**src/rtl/ram32_fifo_ctrl_if.sv**
```systemverilog
// Push/pop handshake bundle for the RAM32 FIFO controller.
// master = producer/consumer side, slave = FIFO side.
interface ram32_fifo_ctrl_if #(
  parameter int DATA_W = 16
);
  logic              in_valid;
  logic              in_ready;
  logic [DATA_W-1:0] in_data;
  logic              out_valid;
  logic              out_ready;
  logic [DATA_W-1:0] out_data;

  modport master (
    output in_valid, in_data, out_ready,
    input  in_ready, out_valid, out_data
  );

  modport slave (
    input  in_valid, in_data, out_ready,
    output in_ready, out_valid, out_data
  );
endinterface

```
**src/rtl/ram32_fifo_ctrl.sv**
```systemverilog
// 33-word FIFO built on the single-port RAM32 plus one output register.
// Optional status outputs (level/full/empty) with RAM32_FIFO_STATUS_EN.
module ram32_fifo_ctrl #(
  parameter int DATA_W = 16,
  parameter int ADDR_W = 5,
  parameter int DEPTH  = 32
) (
  input  logic              clk,
  input  logic              rst_n,
  ram32_fifo_ctrl_if.slave  bus,
  output logic [ADDR_W-1:0] ram_addr,
  output logic              ram_write,
  output logic [DATA_W-1:0] ram_wdata,
  input  logic [DATA_W-1:0] ram_rdata
`ifdef RAM32_FIFO_STATUS_EN
  ,
  output logic [ADDR_W:0]   level,
  output logic              full,
  output logic              empty
`endif
);

  localparam int CNT_W = ADDR_W + 1;
  localparam logic [CNT_W-1:0] FULL_CNT = CNT_W'(DEPTH);

  typedef enum logic [1:0] {
    IDLE,
    WRITE,
    READ
  } state_t;

  state_t            state_q;
  logic [ADDR_W-1:0] wr_ptr_q, wr_ptr_d;
  logic [ADDR_W-1:0] rd_ptr_q, rd_ptr_d;
  logic [CNT_W-1:0]  cnt_q, cnt_d;
  logic              out_valid_q;
  logic [DATA_W-1:0] out_data_q;
  logic [ADDR_W-1:0] addr_q;
  logic              write_q;
  logic [DATA_W-1:0] wdata_q;

  logic rd_req, rd_done, push, pop;

  // Request decode; READ wins the single RAM port over a push.
  always_comb begin
    rd_done  = (state_q == READ);
    rd_req   = !out_valid_q && (cnt_q != '0) && !rd_done;
    push     = bus.in_valid && (cnt_q < FULL_CNT) && !rd_req;
    pop      = out_valid_q && bus.out_ready;
    wr_ptr_d = wr_ptr_q + ADDR_W'(push);
    rd_ptr_d = rd_ptr_q + ADDR_W'(rd_done);
    cnt_d    = cnt_q + CNT_W'(push) - CNT_W'(rd_done);
  end

  // Controller state, pointers, output register and RAM command.
  always_ff @(posedge clk or negedge rst_n) begin
    if (!rst_n) begin
      state_q     <= IDLE;
      wr_ptr_q    <= '0;
      rd_ptr_q    <= '0;
      cnt_q       <= '0;
      out_valid_q <= 1'b0;
      out_data_q  <= '0;
      addr_q      <= '0;
      write_q     <= 1'b0;
      wdata_q     <= '0;
    end else begin
      wr_ptr_q <= wr_ptr_d;
      rd_ptr_q <= rd_ptr_d;
      cnt_q    <= cnt_d;
      if (rd_done) begin
        out_data_q  <= ram_rdata;
        out_valid_q <= 1'b1;
      end else if (pop) begin
        out_valid_q <= 1'b0;
      end
      if (rd_req) begin
        state_q <= READ;
        addr_q  <= rd_ptr_q;
        write_q <= 1'b0;
      end else if (push) begin
        state_q <= WRITE;
        addr_q  <= wr_ptr_q;
        wdata_q <= bus.in_data;
        write_q <= 1'b1;
      end else begin
        state_q <= IDLE;
        write_q <= 1'b0;
      end
    end
  end

  assign bus.in_ready  = (cnt_q < FULL_CNT) && !rd_req;
  assign bus.out_valid = out_valid_q;
  assign bus.out_data  = out_data_q;
  assign ram_addr      = addr_q;
  assign ram_write     = write_q;
  assign ram_wdata     = wdata_q;

`ifdef RAM32_FIFO_STATUS_EN
  assign level = cnt_q + CNT_W'(out_valid_q);
  assign full  = (cnt_q == FULL_CNT);
  assign empty = (level == '0);
`endif

endmodule

```
**src/flat_wrapper.sv**
```systemverilog
// flat-port wrapper written by rule: the top's interface ports become plain ports
module ram32_fifo_ctrl_flat 
#(
  parameter int DATA_W = 16,
  parameter int ADDR_W = 5,
  parameter int DEPTH  = 32
)
  (clk, rst_n, ram_addr, ram_write, ram_wdata, ram_rdata, bus_in_valid, bus_in_data, bus_out_ready, bus_in_ready, bus_out_valid, bus_out_data);
  ram32_fifo_ctrl_if #(.DATA_W(DATA_W)) bus_i ();
  input  logic clk;
  input  logic rst_n;
  output logic [ADDR_W-1:0] ram_addr;
  output logic ram_write;
  output logic [DATA_W-1:0] ram_wdata;
  input  logic [DATA_W-1:0] ram_rdata;
  input wire logic [$bits(bus_i.in_valid)-1:0] bus_in_valid;
  input wire logic [$bits(bus_i.in_data)-1:0] bus_in_data;
  input wire logic [$bits(bus_i.out_ready)-1:0] bus_out_ready;
  output wire logic [$bits(bus_i.in_ready)-1:0] bus_in_ready;
  output wire logic [$bits(bus_i.out_valid)-1:0] bus_out_valid;
  output wire logic [$bits(bus_i.out_data)-1:0] bus_out_data;
  assign bus_i.in_valid = bus_in_valid;
  assign bus_i.in_data = bus_in_data;
  assign bus_i.out_ready = bus_out_ready;
  assign bus_in_ready = bus_i.in_ready;
  assign bus_out_valid = bus_i.out_valid;
  assign bus_out_data = bus_i.out_data;
  ram32_fifo_ctrl #(.DATA_W(DATA_W), .ADDR_W(ADDR_W), .DEPTH(DEPTH)) u_core (.clk(clk), .rst_n(rst_n), .bus(bus_i), .ram_addr(ram_addr), .ram_write(ram_write), .ram_wdata(ram_wdata), .ram_rdata(ram_rdata));
endmodule
```
**config.mk**
```make
export PLATFORM = sky130hd
export DESIGN_NAME = ram32_fifo_ctrl_flat
export DESIGN_NICKNAME = d
export VERILOG_FILES = /design/src/rtl/ram32_fifo_ctrl_if.sv /design/src/rtl/ram32_fifo_ctrl.sv /design/src/flat_wrapper.sv
export SDC_FILE = /design/constraint.sdc
export NUM_CORES = 1
export LEC_CHECK = 0
export BUFFER_PORTS_ARGS = -buffer_cell sky130_fd_sc_hd__buf_2
export CAP_MARGIN = 15
export CORE_MARGIN = 5
export CORE_UTILIZATION = 40
export DETAILED_ROUTE_END_ITERATION = 12
export PLACE_DENSITY = 0.7
export SETUP_SLACK_MARGIN = 0.4
export SLEW_MARGIN = 15
export SYNTH_ARGS = -nofsm -noshare
export SYNTH_HDL_FRONTEND = slang
export SYNTH_SLANG_ARGS = --single-unit
```
**constraint.sdc**
```tcl
create_clock -name clk -period 2.55 [get_ports clk]
set_input_delay 0.1275 -clock clk [delete_from_list [all_inputs] [get_ports clk]]
set_output_delay 0.1275 -clock clk [all_outputs]
set_load 0.05 [all_outputs]
```
== Word-level counts from Yosys, hierarchy flattened ==
Index checks and enable logic that the tools add are counted.

* $add $sub $neg: 4
* Magnitude comparators: 1
* Equal/unequal tests: 1
* Mux-type cells: 8
* Bitwise logic cells: 1
* Reductions and logical operators: 13

{| class="wikitable"
|+ Operators by type and width
! cell !! number
|-
| $add 5x1->5 || 2
|-
| $mux 5 || 2
|-
| $add 6x1->6 || 1
|-
| $logic_and 1x1->1 || 6
|-
| $lt 6x6->1 const B || 1
|-
| $reduce_bool 6->1 || 1
|-
| $sub 6x1->6 || 1
|-
| $mux 1 || 5
|-
| $reduce_bool 2->1 || 2
|-
| $logic_not 1->1 || 3
|-
| $eq 2x2->1 const B || 1
|-
| $mux 2 || 1
|-
| $reduce_and 2->1 || 1
|-
| $not 1->1 || 1
|}

* Register bits after elaboration: 57
* Output and inout port bits: 40
* Word-level logic and storage cells: 37

== Depth between registers and ports, before layout ==
* Depth after elaboration: 7
* Gate-level depth with buffers: 12
* Depth with buffers taken out: 11

== Worst setup path after synthesis ==
OpenSTA, ideal clock, no wires.

* Path kind: register to register
* Start: reg u_core.state_q[0]
* End: reg u_core.cnt_q[4]
* Data arrival time: 2.545 ns
* Slack: -0.074 ns
* Stages on the path, launching flop included: 13
* Buffers on the path: 2
* Period minus slack after synthesis: 2.624 ns
* Cells stage by stage: dfrtp_1 > nor2b_1 > buf_6 > a311oi_4 > nor2_2 > buf_6 > ha_1 > inv_1 > fa_1 > inv_1 > a21oi_1 > o21ai_0 > xor2_1

* Word-level cells in the longest chain between the ends: 7

{| class="wikitable"
|+ RTL lines
! what !! line !! text
|-
| start: declaration || ram32_fifo_ctrl.sv:32 || <nowiki>state_t state_q;</nowiki>
|-
| start signal: assignment || ram32_fifo_ctrl.sv:58 || <nowiki>state_q <= IDLE;</nowiki>
|-
| start signal: assignment || ram32_fifo_ctrl.sv:78 || <nowiki>state_q <= READ;</nowiki>
|-
| start signal: assignment || ram32_fifo_ctrl.sv:82 || <nowiki>state_q <= WRITE;</nowiki>
|-
| $eq 2x2->1 * || ram32_fifo_ctrl.sv:46 || <nowiki>rd_done = (state_q == READ);</nowiki>
|-
| $logic_not 1->1 || ram32_fifo_ctrl.sv:47 || <nowiki>rd_req = !out_valid_q && (cnt_q != '0) && !rd_done;</nowiki>
|-
| $logic_and 1x1->1 || ram32_fifo_ctrl.sv:47 ||
|-
| $logic_not 1->1 || ram32_fifo_ctrl.sv:48 || <nowiki>push = bus.in_valid && (cnt_q < FULL_CNT) && !rd_req;</nowiki>
|-
| $logic_and 1x1->1 || ram32_fifo_ctrl.sv:48 ||
|-
| $add 6x1->6 || ram32_fifo_ctrl.sv:52 || <nowiki>cnt_d = cnt_q + CNT_W'(push) - CNT_W'(rd_done);</nowiki>
|-
| $sub 6x1->6 * || ram32_fifo_ctrl.sv:52 ||
|-
| named net u_core.cnt_d[4] || ram32_fifo_ctrl.sv:35 || <nowiki>logic [CNT_W-1:0] cnt_q, cnt_d;</nowiki>
|-
| end signal: assignment || ram32_fifo_ctrl.sv:70 || <nowiki>cnt_q <= cnt_d;</nowiki>
|-
| end: declaration || ram32_fifo_ctrl.sv:35 ||
|}

Mark *: on every way through the listed nets, which the timed path passes. The rest lies on a longest branch.
A chain may end at the register's enable or synchronous reset.

== Worst setup path in the final report ==
* Start: reg u_core.cnt_q[2]
* End: reg u_core.cnt_q[4]

* Word-level cells in the longest chain between the ends: 7
* Elaborated cells on any way between the ends: 9

{| class="wikitable"
|+ RTL lines
! what !! line
|-
| parallel branches: the longest is 5 deep, another holds $lt 6x6->1 || n/a
|-
| $add 6x1->6 * || ram32_fifo_ctrl.sv:52
|-
| $sub 6x1->6 * || ram32_fifo_ctrl.sv:52
|-
| named net u_core.cnt_d[4] || ram32_fifo_ctrl.sv:35
|}

Mark *: on every way through the listed nets, which the timed path passes.

==> flow_summary_export.csv <==
group,metric,value,unit
final_layout,drive_above_1_share,51.61,%
synth,yosysSeqAreaShare,59.51,%
routing,drc_errors,0,
timing,maxSlewViolCount,0,
clocking,cts_buffers,5,
run,cap_violations,0,
synth,synth_flop_cell,"dfrtp_1",
floorplanning,die_h,86.73,um
clocking,cts_buffer_depth,2,
worst_setup_path,worst_path_max_delay_cell,"dfrtp_1",
final_layout,area_delta_synth_final,26.14,%
routing,wl_per_cell,13.22,um
synth,synthTopCellsByArea,"dfrtp_1, mux2_2, ha_1, mux2_4, mux2i_1",
routing,via_per_inst,4.585,
clocking,cts_setup_buffers,0,
synth,ys.warnings.count,0,
worst_setup_path,crit_type,"flip-flop to flip-flop",
worst_setup_path,cp_top_family,"adder cells",
worst_setup_path,slowest_delay,370,ps
timing,hold_viol_final,0,
min_path,hold_path.class,"primary input to flip-flop",
synth,synthTopCellsByCount,"dfrtp_1, mux2_2, inv_1",
floorplanning,row_count,28,
timing,max_slew_margin,53.32,%
routing,drt_iter0_markers,32,
routing,ant_nets,0,
min_path,worstHoldStart,"bus_in_data[15]",
grt,grt_overflow,0,
final_layout,n_antenna_cell,0,
worst_setup_path,worstPathCellList,"inv_1 -> ha_1 -> a311oi_4 -> nor2_4 -> ha_4 -> inv_1 -> fa_2 -> inv_1 -> a21oi_1 -> o21ai_1 -> xor2_1",
synth,async_flop_share,100.0,%
synth,synth_nets,212,
synth,syn_avg_cell_area,14.45,um2
worst_setup_path,crit_top_cell,"inv_1",
floorplanning,initial_utilization,40.49,%
floorplanning,core_area,0.005816,mm2
routing,routed_wl,4271,um
place,dp_hpwl,3352,um
grt,grt_max_degree,34,
synth,ys_types,23,
synth,synth_edf_count,0,
clocking,clk_latency,310,ps
clocking,cts_tree,"built",
synth,synth.most_common_cell,"dfrtp_1",
synth,synthesis.area,0.002355,mm2
timing,rsz0062_at_grt,"true",
grt,grt_use_total,12.40,%
clocking,ctsHtreeMaxLevel,2,
floorplanning,ios,76,
timing,finClkSkew,6.961,ps
worst_setup_path,crit_buf_inv,3,
floorplanning,dieWidth,86.73,um
grt,antenna_found_initial,0,
clocking,clkSinkCount,56,
worst_setup_path,worst_setup_path_end_kind,"flip-flop",
worst_setup_path,regToRegSetupSlack,530,ps
worst_setup_path,crit_required,2750,ps
clocking,cts_root_buf,"clkbuf_8",
grt,grt_first_pass_wirelength,7300,um
synth,syn-instance-count,163,
final_layout,nets,296,
worst_setup_path,startpoint_type,"flip-flop",
synth,synthDominantCellAreaShare,59.51,%
clocking,clk_pin_slew_worst_paths,100,ps
synth,ys_ff_latch,56,
worst_setup_path,arrival,2220,ps
place,gp_congestion,0.7446,
status,status,"completed",
timing,setup_tns,0,ps
synth,synth_top_cell_by_area,"dfrtp_1",
timing,worstMarginPinSlew,700.2,ps
grt,grt_pass1_vias,1572,
routing,vias,1481,
timing,layout_min_cycle_time,2018,ps
timing,setup_viol,0,
timing,fmax,0.4955,GHz
place,port_buffers,75,
worst_setup_path,critPathMaxFanout,3,
worst_setup_path,cp-startpoint,"u_core.cnt_q[2]",
routing,dr.pass1.iters,4,
timing,final.period_utilization,79.15,%
worst_setup_path,r2r_start,"u_core.cnt_q[2]",
floorplanning,die_area,0.007521,mm2
==> layout by cell type, fill, tap and decap left out, types with 3 or more instances in the layout <==
| cell type | netlist | routed |
|---|---|---|
| buf_2 | 1 | 75 |
| dfrtp_1 | 56 | 55 |
| mux2_2 | 23 | 23 |
| inv_1 | 13 | 13 |
| ha_1 | 12 | 10 |
| mux2_4 | 9 | 9 |
| xnor2_1 | 5 | 5 |
| xor2_1 | 5 | 5 |
| mux2i_1 | 5 | 5 |
| nand2_1 | 6 | 5 |
| o21ai_0 | 6 | 5 |
| clkbuf_8 | 0 | 5 |
| nor2_1 | 4 | 4 |
| nand3_1 | 4 | 4 |
| buf_4 | 0 | 4 |
| a21oi_1 | 3 | 3 |
==> logic make-up after synthesis <==
group           after synthesis  share of synthesized area [%]
flops                        56                          59.51
mux                          37                          18.86
buf+inv                      17                          3.400
simple gates                 16                          2.976
compound gates               14                          4.304
fa+ha+maj                    13                          7.226
xor+xnor                     10                          3.719
==> timing repair <==
action	CTS	global route
hold endpoints to repair	31	0
resized for setup	0	4
hold buffers	1	0
endpoints found under the setup margin	0	2
==> worst paths after layout <==
check | end | cells past startpoint
worst max-delay path | u_core.cnt_q[4] | 11
worst min-delay path | u_core.ram_wdata[15] | 2
worst max register to register | u_core.cnt_q[4] | 11
worst min register to register | u_core.wr_ptr_q[4] | 1
max in group asynchronous | u_core.bus.out_data[15] | 3
min in group asynchronous | u_core.cnt_q[0] | 2
==> area by class of cell <==
class | instances | area [um2]
clock buffers | 5 | 68.82
clock inverters | 3 | 23.77
fillers | 529 | 2845
inverters | 13 | 48.80
multi-input cells | 90 | 905.9
flip-flops and latches | 56 | 1403
well taps | 75 | 93.84
repair buffers | 81 | 426.7
==> registers in the layout, summed over array words and instances (netlist names) <==
register and count:
u_core.state_q 2, u_core.ram_wdata 16, u_core.rd_ptr_q 5, u_core.ram_addr 5, u_core.wr_ptr_q 5, u_core.bus.out_data 16, u_core.cnt_q 6, u_core.bus.out_valid 1
==> per-stage QoR <==
step / cells / utilization [%] / cell area, um2 / setup WS [ps] / hold slack (ps)
after floorplan: 163 / - / 2386 / 283.7 / -168.1
after global placement: 314 / 49.07 / 2854 / 563.9 / 223.5
after detailed placement: 314 / 49.07 / 2854 / 537.2 / 219.6
after CTS: 323 / 50.84 / 2957 / 516.3 / 31.09
after global routing: 323 / 51.08 / 2970 / 395.9 / 22.79
final: 323 / 51.08 / 2970 / 531.8 / 41.09
==> per-layer routing <==
metal	up-vias	wire, um	global-route usage [%]
li1	716	-	-
met1	721	1809	15.59
met2	39	2162	21.14
met3	5	254	3.517
met4	0	44	2.975
met5	-	0	0
Power is not shown: default switching activity piles up to over one toggle a cycle in this logic, so the estimate is an artifact.
